**src/rtl/ppg_led_sequencer.sv**
```systemverilog
// ppg_led_sequencer
// Analog front-end sequencer for the pulse-oximeter loop. Each frame is made of
// three phases: IR, DARK (ambient) and RED. For every phase the block drives the
// LEDs, the DC compensation DAC and the PGA gain. It discards the first
// SETTLE_CYCLES ADC samples, averages the next 2^AVG_LOG2 samples, and reports
// ambient-subtracted IR and RED averages with valid pulses and saturation flags.
//
// Ports
//   i_clk          rising-edge clock
//   i_rst          synchronous active-high reset
//   i_enable       run frames while high; sampled in IDLE and at the end of RED
//   i_dc_ir        DC compensation code used in the IR and DARK phases
//   i_dc_red       DC compensation code used in the RED phase
//   i_pga_ir       PGA gain used in the IR and DARK phases
//   i_pga_red      PGA gain used in the RED phase
//   i_adc          unsigned ADC sample, one per cycle
//   o_led_ir       IR LED enable
//   o_led_red      RED LED enable
//   o_dc_comp      DAC code sent to the front end
//   o_pga_gain     PGA gain sent to the front end
//   o_ir_sample    IR average minus dark average, clamped at 0
//   o_red_sample   RED average minus dark average, clamped at 0
//   o_ir_valid     one-cycle pulse when o_ir_sample/o_ir_sat update
//   o_red_valid    one-cycle pulse when o_red_sample/o_red_sat update
//   o_ir_sat       IR phase saw an acquired sample at 0 or 255
//   o_red_sat      RED phase saw an acquired sample at 0 or 255
//   o_busy         state machine is not IDLE
module ppg_led_sequencer #(
   parameter int SETTLE_CYCLES = 8,
   parameter int AVG_LOG2      = 2
) (
   input  logic       i_clk,
   input  logic       i_rst,
   input  logic       i_enable,
   input  logic [6:0] i_dc_ir,
   input  logic [6:0] i_dc_red,
   input  logic [3:0] i_pga_ir,
   input  logic [3:0] i_pga_red,
   input  logic [7:0] i_adc,
   output logic       o_led_ir,
   output logic       o_led_red,
   output logic [6:0] o_dc_comp,
   output logic [3:0] o_pga_gain,
   output logic [7:0] o_ir_sample,
   output logic [7:0] o_red_sample,
   output logic       o_ir_valid,
   output logic       o_red_valid,
   output logic       o_ir_sat,
   output logic       o_red_sat,
   output logic       o_busy
);

   localparam int         ACC_W      = 8 + AVG_LOG2;
   localparam int         PHASE_LEN  = SETTLE_CYCLES + (1 << AVG_LOG2);
   localparam logic [8:0] CNT_LAST   = 9'(PHASE_LEN - 1);
   localparam logic [8:0] CNT_SETTLE = 9'(SETTLE_CYCLES);

   typedef enum logic [1:0] {
      S_IDLE = 2'd0,
      S_IR   = 2'd1,
      S_DARK = 2'd2,
      S_RED  = 2'd3
   } state_t;

   state_t             r_state;
   state_t             w_next_state;
   logic [8:0]         r_cnt;
   logic [ACC_W-1:0]   r_acc;
   logic               r_sat_ph;
   logic               r_ir_sat_hold;
   logic [7:0]         r_ir_avg;
   logic [7:0]         r_dark_avg;

   logic               r_led_ir;
   logic               r_led_red;
   logic [6:0]         r_dc_comp;
   logic [3:0]         r_pga_gain;
   logic [7:0]         r_ir_sample;
   logic [7:0]         r_red_sample;
   logic               r_ir_valid;
   logic               r_red_valid;
   logic               r_ir_sat;
   logic               r_red_sat;
   logic               r_busy;

   logic               w_phase_end;
   logic               w_acquire;
   logic [ACC_W-1:0]   w_acc_sum;
   logic [7:0]         w_avg;
   logic               w_adc_sat;
   logic               w_sat_ph;

   // Difference of two averages, clamped at zero when ambient exceeds signal.
   function automatic logic [7:0] sub_clamp(input logic [7:0] a, input logic [7:0] b);
      if (a > b) begin
         return a - b;
      end else begin
         return 8'd0;
      end
   endfunction

   assign w_phase_end = (r_state != S_IDLE) && (r_cnt == CNT_LAST);
   assign w_acquire   = (r_state != S_IDLE) && (r_cnt >= CNT_SETTLE);
   assign w_acc_sum   = r_acc + ACC_W'(i_adc);
   // The average includes the sample arriving on the last phase cycle.
   assign w_avg       = 8'(w_acc_sum >> AVG_LOG2);
   assign w_adc_sat   = (i_adc == 8'd0) || (i_adc == 8'd255);
   assign w_sat_ph    = r_sat_ph | (w_acquire & w_adc_sat);

   // Next-state logic: Enable only matters in IDLE and at the end of RED.
   always_comb begin
      w_next_state = r_state;
      case (r_state)
         S_IDLE: begin
            if (i_enable) w_next_state = S_IR;
            else          w_next_state = S_IDLE;
         end
         S_IR: begin
            if (w_phase_end) w_next_state = S_DARK;
            else             w_next_state = S_IR;
         end
         S_DARK: begin
            if (w_phase_end) w_next_state = S_RED;
            else             w_next_state = S_DARK;
         end
         S_RED: begin
            if (w_phase_end && i_enable)  w_next_state = S_IR;
            else if (w_phase_end)         w_next_state = S_IDLE;
            else                          w_next_state = S_RED;
         end
         default: w_next_state = S_IDLE;
      endcase
   end

   // State register, phase counter, accumulator and per-phase sticky saturation.
   always_ff @(posedge i_clk) begin
      if (i_rst) begin
         r_state  <= S_IDLE;
         r_cnt    <= 9'd0;
         r_acc    <= {ACC_W{1'b0}};
         r_sat_ph <= 1'b0;
      end else begin
         r_state <= w_next_state;
         if (w_phase_end || (r_state == S_IDLE)) begin
            r_cnt    <= 9'd0;
            r_acc    <= {ACC_W{1'b0}};
            r_sat_ph <= 1'b0;
         end else begin
            r_cnt    <= r_cnt + 9'd1;
            r_sat_ph <= w_sat_ph;
            if (w_acquire) r_acc <= w_acc_sum;
            else           r_acc <= r_acc;
         end
      end
   end

   // Front-end drive and result registers.
   always_ff @(posedge i_clk) begin
      if (i_rst) begin
         r_led_ir      <= 1'b0;
         r_led_red     <= 1'b0;
         r_dc_comp     <= 7'd64;
         r_pga_gain    <= 4'd0;
         r_ir_sample   <= 8'd0;
         r_red_sample  <= 8'd0;
         r_ir_valid    <= 1'b0;
         r_red_valid   <= 1'b0;
         r_ir_sat      <= 1'b0;
         r_red_sat     <= 1'b0;
         r_busy        <= 1'b0;
         r_ir_avg      <= 8'd0;
         r_dark_avg    <= 8'd0;
         r_ir_sat_hold <= 1'b0;
      end else begin
         r_ir_valid  <= 1'b0;
         r_red_valid <= 1'b0;
         r_busy      <= (w_next_state != S_IDLE);
         r_led_ir    <= (w_next_state == S_IR);
         r_led_red   <= (w_next_state == S_RED);

         // Settings are captured only on phase entry. DARK keeps the values
         // captured at IR entry so ambient is measured with IR settings.
         if (w_next_state != r_state) begin
            case (w_next_state)
               S_IR: begin
                  r_dc_comp  <= i_dc_ir;
                  r_pga_gain <= i_pga_ir;
               end
               S_DARK: begin
                  r_dc_comp  <= r_dc_comp;
                  r_pga_gain <= r_pga_gain;
               end
               S_RED: begin
                  r_dc_comp  <= i_dc_red;
                  r_pga_gain <= i_pga_red;
               end
               default: begin
                  r_dc_comp  <= 7'd64;
                  r_pga_gain <= 4'd0;
               end
            endcase
         end

         // IR results are published once the same frame's dark average exists.
         if (w_phase_end) begin
            case (r_state)
               S_IR: begin
                  r_ir_avg      <= w_avg;
                  r_ir_sat_hold <= w_sat_ph;
               end
               S_DARK: begin
                  r_dark_avg  <= w_avg;
                  r_ir_sample <= sub_clamp(r_ir_avg, w_avg);
                  r_ir_sat    <= r_ir_sat_hold;
                  r_ir_valid  <= 1'b1;
               end
               S_RED: begin
                  r_red_sample <= sub_clamp(w_avg, r_dark_avg);
                  r_red_sat    <= w_sat_ph;
                  r_red_valid  <= 1'b1;
               end
               default: begin
                  r_ir_valid <= 1'b0;
               end
            endcase
         end
      end
   end

   assign o_led_ir     = r_led_ir;
   assign o_led_red    = r_led_red;
   assign o_dc_comp    = r_dc_comp;
   assign o_pga_gain   = r_pga_gain;
   assign o_ir_sample  = r_ir_sample;
   assign o_red_sample = r_red_sample;
   assign o_ir_valid   = r_ir_valid;
   assign o_red_valid  = r_red_valid;
   assign o_ir_sat     = r_ir_sat;
   assign o_red_sat    = r_red_sat;
   assign o_busy       = r_busy;

endmodule

```
**config.mk**
```make
export PLATFORM = sky130hd
export DESIGN_NAME = ppg_led_sequencer
export DESIGN_NICKNAME = d
export VERILOG_FILES = /design/src/rtl/ppg_led_sequencer.sv
export SDC_FILE = /design/constraint.sdc
export NUM_CORES = 1
export LEC_CHECK = 0
export BUFFER_PORTS_ARGS = -buffer_cell sky130_fd_sc_hd__clkbuf_2
export CORE_MARGIN = 1.5
export CORE_UTILIZATION = 41
export DETAILED_ROUTE_END_ITERATION = 8
export SLEW_MARGIN = 10
export SYNTH_ARGS = -nofsm -noshare
export SYNTH_HDL_FRONTEND = slang
export SYNTH_SLANG_ARGS = --single-unit
```
**constraint.sdc**
```tcl
create_clock -name i_clk -period 5.9 [get_ports i_clk]
set_input_delay 1.18 -clock i_clk [delete_from_list [all_inputs] [get_ports i_clk]]
set_output_delay 1.18 -clock i_clk [all_outputs]
set_load 0.02 [all_outputs]
```
Word-level counts from Yosys, hierarchy flattened. Cells that the tools add are included. W data, S select, Z words.

Register bits after elaboration: 73. Input bits: 33. Output and inout port bits: 34. Word-level logic and storage cells: 65.

Add/subtract/negate cells: 4. Order comparisons: 3. Eq/ne operators: 9. Multiplexer cells: 12. Bitwise gates (word level): 4. Reductions and logical operators: 15.

Operators with widths (number): $pmux W7 S3 (1); $gt A8 B8 Y1 (2); $mux W8 (2); $sub A8 B8 Y8 (2); $pmux W4 S3 (1); $add A10 B8 Y10 (1); $add A9 B1 Y9 const B (1); $eq A9 B4 Y1 const B (1); $ge A9 B4 Y1 const B (1); $eq A2 B2 Y1 const B (4); $eq A8 B8 Y1 const B (1); $logic_not A8 Y1 (1); $pmux W2 S4 (1); $reduce_and A2 Y1 (4); $mux W2 (3); $eq A2 B1 Y1 const B (2); $mux W1 (4); $reduce_bool A2 Y1 (2); $reduce_or A2 Y1 (2); $logic_and A1 B1 Y1 (3); $logic_not A2 Y1 (1); $logic_or A1 B1 Y1 (2); $ne A2 B2 Y1 (1); $not A1 Y1 (2); other kinds (2) (2).

Depth between registers and ports, before layout. Gate-level depths: netlist of the first run.

Word-level depth: 8. Gate-level depth with buffers: 18. Depth with buffers taken out: 18.

Least setup slack after synthesis of the first run. Ideal clock, no wire load.

Kind: input-to-reg. Start point: in i_adc[0]. End point: reg r_ir_sample[1] (netlist: o_ir_sample[1]). Setup time: 0.128 ns. Arrival: 4.010 ns. Data required time: 5.772 ns. Slack: 1.762 ns. Cell stages on the path: 16. Path buffers: 0. Cell sequence: ha_1 inv_1 fa_1 nor2b_1 o31a_1 o31a_2 o21a_1 nor2_1 xnor2_1 inv_1 ha_1 nand2_1 or3_1 o221a_4 a22oi_2 nor2_1.

Word-level cells in the longest chain between the ends: 3. Elaborated cells between the ends (all ways): 4. Classes of those cells: add/sub: 2; order compare: 1; mux: 1.

Ends and longest elaborated chain: start, declared (line 39) `input logic [7:0] i_adc,`; $add A10 B8 Y10 * (line 104) `assign w_acc_sum = r_acc + ACC_W'(i_adc);`; $sub A8 B8 Y8 / $gt A8 B8 Y1 (equally long branches) (line 96, 95); $mux W8 * (line 95) `if (a > b) begin`; end signal, assigned (line 213) `r_ir_sample <= sub_clamp(r_ir_avg, w_avg);`; end, declared (line 78) `logic [7:0] r_ir_sample;`.

Mark *: on every way between the ends. The rest lies on a longest branch, timed or not. A chain may end at the register's enable or synchronous reset.

Worst setup path in the final report of the first run.
Start point: in i_adc[3]. End point: reg r_red_sample[6] (netlist: o_red_sample[6]).

Word-level cells in the longest chain between the ends: 3. Elaborated cells between the ends (all ways): 4. Classes of those cells: add/sub: 2; order compare: 1; mux: 1.

Ends and longest elaborated chain: $add A10 B8 Y10 * (line 104); net w_acc_sum[7] (line 88) `logic [ACC_W-1:0] w_acc_sum;`; $sub A8 B8 Y8 / $gt A8 B8 Y1 (equally long branches) (line 96, 95); $mux W8 * (line 95); end signal, assigned (line 218) `r_red_sample <= sub_clamp(w_avg, r_dark_avg);`; end, declared (line 79) `logic [7:0] r_red_sample;`.

Mark *: on every way through the listed nets, which the timed path passes. The rest lies on a longest branch.

==> flow_summary.ini, run 1 <==
[critical_path]
worstSetupEndpointType = register
worstPathCellList = clkbuf_2, ha_1, a21o_1, a311oi_2, nor2_1, o21ai_0, nor2b_1, xnor2_1, ha_1, a21o_1, a21o_1, a21oi_1, a21oi_1, nand3_1, nor2_1, a32o_1
path_buf_inv = 1
slowest_delay_ns = 0.38
cp_top_family = compound AO/OA/AOI/OAI gates
critPathArrivalTime_ns = 4.54
critical_path_required_ns = 6.15
start_kind = input pin
crit_path_top_delay_cell = ha_1
worst-setup-path-type = in -> reg
timing.critical_path.fanout_max = 6
cp_common_cell = a21o_1

[pwr]
leakagePower_nw = 1.87
vdd_drop_max_mv = 0.142
p_total_mw = 1.11
power_density_nw_per_um2 = 241

[sta]
rsz0062_at_grt = no
fin_crit_ns = 4.30
skew_ns = 0.00638
fmax_mhz = 233
setup-tns-final_ns = 0
hold_ws_ns = 0.453
period_share = 0.729
hold_viol = 0
slew_headroom = 0.412
setup_viol = 0
tightest_slew_ns = 0.880
finalMaxSlewViolations = 0

[cts]
clock_sinks = 73
cts_setup_buffers = 0
cts-hold-fix-buffers = 0
clock_path_buffers = 2
numCtsBuffers = 9
cts_resized = 0
cts.htree.levels = 3
clock_latency_ns = 0.35
clk_pin_slew_worst_paths_ns = 0.08
root_buffer = clkbuf_8
cts_tree = yes

[finish]
drive_gt1_frac = 0.210
final_util = 0.497
synthToLayoutAreaGrowth_pct = 17.6
final_common_cell = dfxtp_1
diodes = 0
final_nets = 574
mostFrequentLayoutCells = dfxtp_1, clkbuf_2, nor2_1, nand2_1, a21oi_1

[status]
status = completed

[synth]
synth_top_area_share = 0.374
ys_seq_area_frac = 0.374
ys_types = 59
synth_fp_nets = 512
synth_edf_count = 0
netlist_instances = 453
synth_area_sq_um = 3900
ys_top_cells_by_area = dfxtp_1, ha_1, nor2_1
ys_ff_latch = 73
synth_ff_type = dfxtp_1
async_reset_ff_frac = 0
yosys.area.top_type = dfxtp_1
synth.avg_cell_area_sq_um = 8.62
yosysWarnings = 0

[grt]
track_usage = 0.184
overflow = 0
grt_max_degree = 51
grt_pass1_vias = 3106
antenna_found_initial = 0
grt_pass1_wl_mm = 14.8

[detailed_routing]
finalWirelength_mm = 8.74
wl_per_cell_um = 13.5
dr.first_iter.drc_count = 169
first_pass_iters = 4
vias = 3309
viasPerCell = 5.10
ant_nets = 0
drc = 0

[die]
die_area_sq_um = 10100
die_h_um = 101
die_x_um = 101
core.rowCount = 35
core-area_sq_um = 9240
top_level_ports = 67
start_util = 0.422

[placed_design]
io_buffers = 66
gp_congestion = 0.800
dp_hpwl_mm = 6.41

[flow_run]
drv_cap = 0

[min_path]
hold_path.class = reg -> reg
[cell families (layout without fill, tap and decap cells)]
| group | Yosys count | after routing | share of synthesized area |
|---|---|---|---|
| simple gates | 163 | 163 | 0.201 |
| mux | 7 | 7 | 0.0179 |
| compound gates | 101 | 101 | 0.191 |
| xor+xnor | 28 | 28 | 0.0628 |
| flops | 73 | 73 | 0.374 |
| buf+inv | 49 | 116 | 0.0478 |
| fa+ha+maj | 32 | 32 | 0.105 |
[where the power goes]
group	internal, mW	switching, mW
registers	0.501	0.00611
clock network	0.295	0.193
logic	0.0443	0.0664
total	0.840	0.265
[path summary, 6_finish.rpt]
| check | from | endpoint | slack, ns | depth (start not counted) |
|---|---|---|---|---|
| setup / recovery | i_adc[3] | o_red_sample[6] | 1.60 | 16 |
| hold / removal | o_ir_sample[0] | o_ir_sample[0] | 0.45 | 2 |
| setup reg to reg | r_acc[3] | o_red_sample[6] | 2.23 | 15 |
| hold reg to reg | o_ir_sample[0] | o_ir_sample[0] | 0.45 | 2 |
[layout make-up]
cell class / instances / area (sq um)
Tap cell: 129 / 161
Inverter: 31 / 116
Clock buffer: 12 / 145
Fill cell: 893 / 4650
Timing Repair Buffer: 69 / 353
Clock inverter: 4 / 98.8
Sequential cell: 73 / 1460
Multi-Input combinational cell: 331 / 2260
[synth_stat cells (all sizes together), types with 4 or more instances]
cell type	n
dfxtp	73
nor2	64
nand2	40
a21oi	38
inv	30
ha	23
xnor2	18
clkbuf	16
nor3	13
a221oi	11
xor2	10
o21ai	9
a22oi	7
mux2i	7
nand2b	7
nand3	7
a21o	6
maj3	6
nand4	6
and2	5
or3	5
a32o	4
[state kept, by name (all words and copies together) (netlist names)]
name / flops
o_ir_sat: 1
o_led_ir: 1
o_red_sat: 1
o_dc_comp: 7
o_busy: 1
r_dark_avg: 8
r_acc: 10
r_ir_avg: 8
r_cnt: 9
r_state: 2
o_led_red: 1
r_sat_ph: 1
o_ir_valid: 1
o_red_valid: 1
o_ir_sample: 8
r_ir_sat_hold: 1
o_pga_gain: 4
o_red_sample: 8
[layer usage]
| layer | vias up | track usage | wire [um] |
|---|---|---|---|
| li1 | 1692 | - | - |
| met1 | 1526 | 0.233 | 4110 |
| met2 | 78 | 0.310 | 4110 |
| met3 | 13 | 0.0298 | 347 |
| met4 | 0 | 0.0758 | 179 |
| met5 | - | 0 | 0 |
[tightest hold or removal path, stage by stage, from the launching register on]
cell and delay [ns]:
dfxtp_1 0.31, nand2_1 0.05, a21oi_1 0.05
[metrics by stage]
| stage | area (sq um) | setup slack (ns) | std cells |
|---|---|---|---|
| floorplan | 3900 | 1.76 | 453 |
| global placement | 4350 | 1.35 | 633 |
| detailed placement | 4350 | 1.28 | 633 |
| CTS | 4590 | 1.63 | 649 |
| global route | 4590 | 1.34 | 649 |
| finish | 4590 | 1.60 | 649 |
Note: power is estimated with default switching activity, not from simulation.
==> run 2, diff against run 1 <==
- clock period: 5.9 -> 4.4 ns (I/O delays scaled with it)
==> run 2 against run 1 <==
  * Count of clock-buffer cells in the layout fell by 1
  * Sequential power up 34%
  * Register-to-register slack got worse by 1.5 ns
  * Sequential share of layout area is 0.27 points lower
  * Critical path type unchanged
==> flow_summary.ini, run 2 (same netlist as run 1, synthesis figures left out) <==
[cts]
cts.htree.levels = 3
cts-hold-fix-buffers = 0
clock_sinks = 73
clock_path_buffers = 2
numCtsBuffers = 9
clk_pin_slew_worst_paths_ns = 0.08
clock_latency_ns = 0.34
root_buffer = clkbuf_8
cts_resized = 0
cts_setup_buffers = 0
cts_tree = yes

[detailed_routing]
drc = 0
dr.first_iter.drc_count = 97
wl_per_cell_um = 12.9
viasPerCell = 5.10
finalWirelength_mm = 8.46
first_pass_iters = 4
vias = 3342
ant_nets = 0

[finish]
mostFrequentLayoutCells = dfxtp_1, clkbuf_2, nor2_1, nand2_1, a21oi_1
final_util = 0.501
drive_gt1_frac = 0.222
reg.largest.list = r_acc: 10 flops, r_cnt: 9 flops
final_nets = 580
synthToLayoutAreaGrowth_pct = 18.6
seqCellArea_sq_um = 1460
largest-register = r_acc
final_common_cell = dfxtp_1
largest_reg_flops = 10
fin_cells = 655
fillCellCount = 917
diodes = 0
multiInputGateArea_sq_um = 2260

[critical_path]
regToRegSetupSlack_ns = 0.78
start_kind = input pin
cp_common_cell = a21o_1
worst-setup-path-type = in -> reg
crit_path_top_delay_cell = ha_1
r2r-start = r_acc[3]
critPathArrivalTime_ns = 4.19
reg2reg_depth = 15
timing.rr.end = o_red_sample[6]
slowest_delay_ns = 0.38
worstPathCellList = clkbuf_2, ha_1, a21o_1, a311oi_2, nor2_1, o21ai_0, nor2b_1, xnor2_1, ha_1, a21o_1, a21o_1, a21oi_1, a21oi_1, nand3_1, nor2_1, a32o_1
critical_path_required_ns = 4.64
worstSetupEndpointType = register
timing.critical_path.fanout_max = 6

[grt]
track_usage = 0.180
antenna_found_initial = 0
grt_pass1_wl_mm = 14.5
grt_max_degree = 39
overflow = 0
grt_pass1_vias = 3066

[placed_design]
pre_cts_ws_ns = 0.118
dpl.cell_count = 639
gp_congestion = 0.870
dp_hpwl_mm = 6.29
io_buffers = 66

[die]
die_x_um = 101
top_level_ports = 67
core-area_sq_um = 9240
die_h_um = 101
die_area_sq_um = 10100
core.rowCount = 35
start_util = 0.422

[sta]
slew_headroom = 0.450
rsz0062_at_grt = no
setup_viol = 0
finalMaxSlewViolations = 0
skew_ns = 0.00860
fmax_mhz = 253
setup-tns-final_ns = 0
setup_slack_ns = 0.447
period_share = 0.898
tightest_slew_ns = 0.825
hold_viol = 0
fin_crit_ns = 3.95

[min_path]
hold_start = r_dark_avg[2]
hold_path.class = reg -> reg
hold-path-endpoint = r_dark_avg[2]
whs_path_depth = 2

[flow_run]
drv_cap = 0

[pwr]
leakagePower_nw = 1.90
p_total_mw = 1.44
power_density_nw_per_um2 = 311
vdd_drop_max_mv = 0.169

[status]
status = completed
==> run 2: cell types whose count changed in the layout (fill, tap and decap cells not counted) <==
cell / delta
buf_4: +6
clkbuf_8: +1
clkinv_4: +2
bufinv_16: -1
clkbuf_1: -2
==> run 2: power by group <==
part           total, mW  internal [mW]  leakage [nW]  switching, mW
Clock              0.610          0.354         0.120          0.256
Combinational      0.150         0.0618          1.18         0.0881
Sequential         0.680          0.672         0.591        0.00810
Total               1.44           1.09          1.90          0.352
==> run 2: final cells by class <==
cell class                      count  share of cell area
Multi-Input combinational cell    331               0.487
Timing Repair Buffer               75              0.0859
Clock inverter                      5              0.0186
Inverter                           31              0.0251
Clock buffer                       11              0.0327
Sequential cell                    73               0.316
Tap cell                          129              0.0349
==> run 2: routing by layer <==
| layer | part of all wire | GRT usage | vias to the layer above |
|---|---|---|---|
| li1 | - | - | 1722 |
| met4 | 0.0070 | 0.0358 | 0 |
| met2 | 0.47 | 0.300 | 77 |
| met3 | 0.050 | 0.0499 | 5 |
| met1 | 0.48 | 0.235 | 1538 |
| met5 | 0 | 0 | - |
==> run 2: how the worst max path moves through the flow <==
stage          startpoint              end  cells past startpoint
2_1_floorplan    i_adc[0]   o_ir_sample[1]                     16
3_5_place_dp     i_adc[3]  o_red_sample[6]                     16
6_report         i_adc[3]  o_red_sample[6]                     16
3_3_place_gp     i_adc[3]  o_red_sample[6]                     16
5_1_grt          i_adc[3]  o_red_sample[7]                     16
4_1_cts          i_adc[3]  o_red_sample[6]                     16
==> run 2: critical path: cells and delay by family <==
| family | cells | cell delay [ns] |
|---|---|---|
| compound gates | 8 | 1.69 |
| xor+xnor | 1 | 0.25 |
| fa+ha+maj | 2 | 0.75 |
| buf+inv | 1 | 0.10 |
| simple gates | 4 | 0.53 |
==> run 2: per-stage QoR <==
step	hold slack (ns)	instance area (sq um)
3_3_place_gp	0.444	4390
2_1_floorplan	0.432	3900
3_5_place_dp	0.449	4390
6_report	0.457	4630
4_1_cts	0.460	4630
5_1_grt	0.473	4630
==> run 3, diff against run 2 <==
- clock period: 4.4 -> 3.5 ns (I/O delays scaled with it)
==> run 3 against run 2 <==
  * Core utilization up 5.0 points
  * Via count is 4.7% higher
  * Global-route usage grew 1.2 points
  * Register-to-register slack worse by 0.59 ns
  * Total power grew 22%
  * Count of clock-buffer cells in the layout shrank 1
  * Critical path type unchanged
  * Largest power group unchanged
==> flow_summary.ini, run 3 (same netlist as run 1, synthesis figures left out) <==
[pwr]
vdd_drop_max_mv = 0.224
power_density_nw_per_um2 = 345
leakagePower_nw = 2.11
p_total_mw = 1.76

[grt]
grt_pass1_wl_mm = 15.5
grt_pass1_vias = 3362
grt_max_degree = 34
overflow = 0
track_usage = 0.192
antenna_found_initial = 0

[detailed_routing]
first_pass_iters = 4
drc = 0
dr.first_iter.drc_count = 85
viasPerCell = 5.04
wl_per_cell_um = 13.2
finalWirelength_mm = 9.20
vias = 3500
ant_nets = 0

[finish]
synthToLayoutAreaGrowth_pct = 30.5
fillCellCount = 886
final_common_cell = dfxtp_1
largest_reg_flops = 10
drive_gt1_frac = 0.322
fin_area_sq_um = 5090
reg.largest.list = r_acc: 10 flops, r_cnt: 9 flops
mostFrequentLayoutCells = dfxtp_1, clkbuf_2, nor2_1, buf_4, nand2_1
fin_cells = 694
final_nets = 619
seqCellArea_sq_um = 1460
diodes = 0
largest-register = r_acc
multiInputGateArea_sq_um = 2460

[die]
core-area_sq_um = 9240
top_level_ports = 67
core.rowCount = 35
die_area_sq_um = 10100
die_x_um = 101
start_util = 0.422
die_h_um = 101

[cts]
clock_sinks = 73
root_buffer = clkbuf_8
cts_tree = yes
clk_pin_slew_worst_paths_ns = 0.07
cts.htree.levels = 3
clock_latency_ns = 0.35
numCtsBuffers = 9
clock_path_buffers = 2
cts-hold-fix-buffers = 0

[critical_path]
regToRegSetupSlack_ns = 0.19
slowest_delay_ns = 0.31
critical_path_required_ns = 3.74
reg2reg_depth = 18
crit_path_top_delay_cell = o31a_2
timing.critical_path.to = o_ir_sample[6]
r2r-start = r_acc[0]
critPathArrivalTime_ns = 3.65
worstSetupEndpointType = register
cp_top_family = compound AO/OA/AOI/OAI gates
timing.critical_path.fanout_max = 5
worst-setup-path-type = in -> reg
start_kind = input pin
worstPathCellList = buf_6, ha_4, inv_2, fa_2, nor2b_2, o31a_1, o31a_2, o21a_1, nor2_4, xnor2_4, inv_2, ha_4, nand2_4, buf_4, nor3_2, mux2i_1, nor2_1, nor4b_2, a32o_1
startpoint = i_adc[0]
timing.rr.end = o_ir_sample[6]
path_buf_inv = 4
crit_cells = 19

[sta]
rsz0062_at_grt = yes
setup_slack_ns = 0.0957
fin_crit_ns = 3.40
setup_viol = 0
finalMaxSlewViolations = 0
tightest_slew_ns = 0.887
skew_ns = 0.0143
fmax_mhz = 294
hold_ws_ns = 0.456
period_share = 0.973
hold_viol = 0
slew_headroom = 0.409

[placed_design]
pre_cts_ws_ns = -0.290
gp_congestion = 0.805
dp_hpwl_mm = 6.94
io_buffers = 66
place_area_sq_um = 4770
dpl.cell_count = 678

[min_path]
hold_path.class = reg -> reg
whs_path_depth = 2

[status]
status = completed

[flow_run]
drv_cap = 0
-- run 3: what timing repair did --
item,4_1_cts,5_1_grt
buffers inserted,0,0
gates resized for setup,0,20
endpoints found under the setup margin,0,15
-- run 3: routing by layer --
layer  vias up  share of wire  track usage
li1       1794              -            -
met4         0         0.0072       0.0423
met5         -              0            0
met3         5          0.041       0.0479
met2        71           0.48        0.334
met1      1630           0.47        0.241
-- run 3: layout make-up --
class / instances / area share
Clock buffer: 10 / 0.0270
Clock inverter: 6 / 0.0128
Inverter: 31 / 0.0228
Multi-Input combinational cell: 331 / 0.482
Sequential cell: 73 / 0.287
Tap cell: 129 / 0.0317
Timing Repair Buffer: 114 / 0.137
-- run 3: worst min-delay path by stage --
stage                         from             end  slack [ns]
floorplan            r_ir_sat_hold        o_ir_sat        0.43
global placement    o_ir_sample[0]  o_ir_sample[0]        0.44
detailed placement   r_dark_avg[6]   r_dark_avg[6]        0.45
CTS                  r_dark_avg[6]   r_dark_avg[6]        0.46
global route         r_dark_avg[4]   r_dark_avg[4]        0.48
finish              o_ir_sample[7]  o_ir_sample[7]        0.46
-- run 3: power breakdown --
group	switching, mW	total (mW)	internal, mW
clock	0.329	0.681	0.351
sequential	0.00994	0.855	0.845
combinational	0.121	0.223	0.102
total	0.461	1.76	1.30
-- run 3: through the flow --
| stage | TNS (ns) | util |
|---|---|---|
| after floorplan | -0.0194 | - |
| after global placement | -2.88 | 0.517 |
| after detailed placement | -3.87 | 0.517 |
| after CTS | 0 | 0.539 |
| after global routing | -0.0828 | 0.551 |
| final | 0 | 0.551 |
-- run 3: worst min-delay path, stage by stage, from the launching register on --
cell     delay [ns]
dfxtp_1        0.31
nand2_1        0.05
a21oi_1        0.05
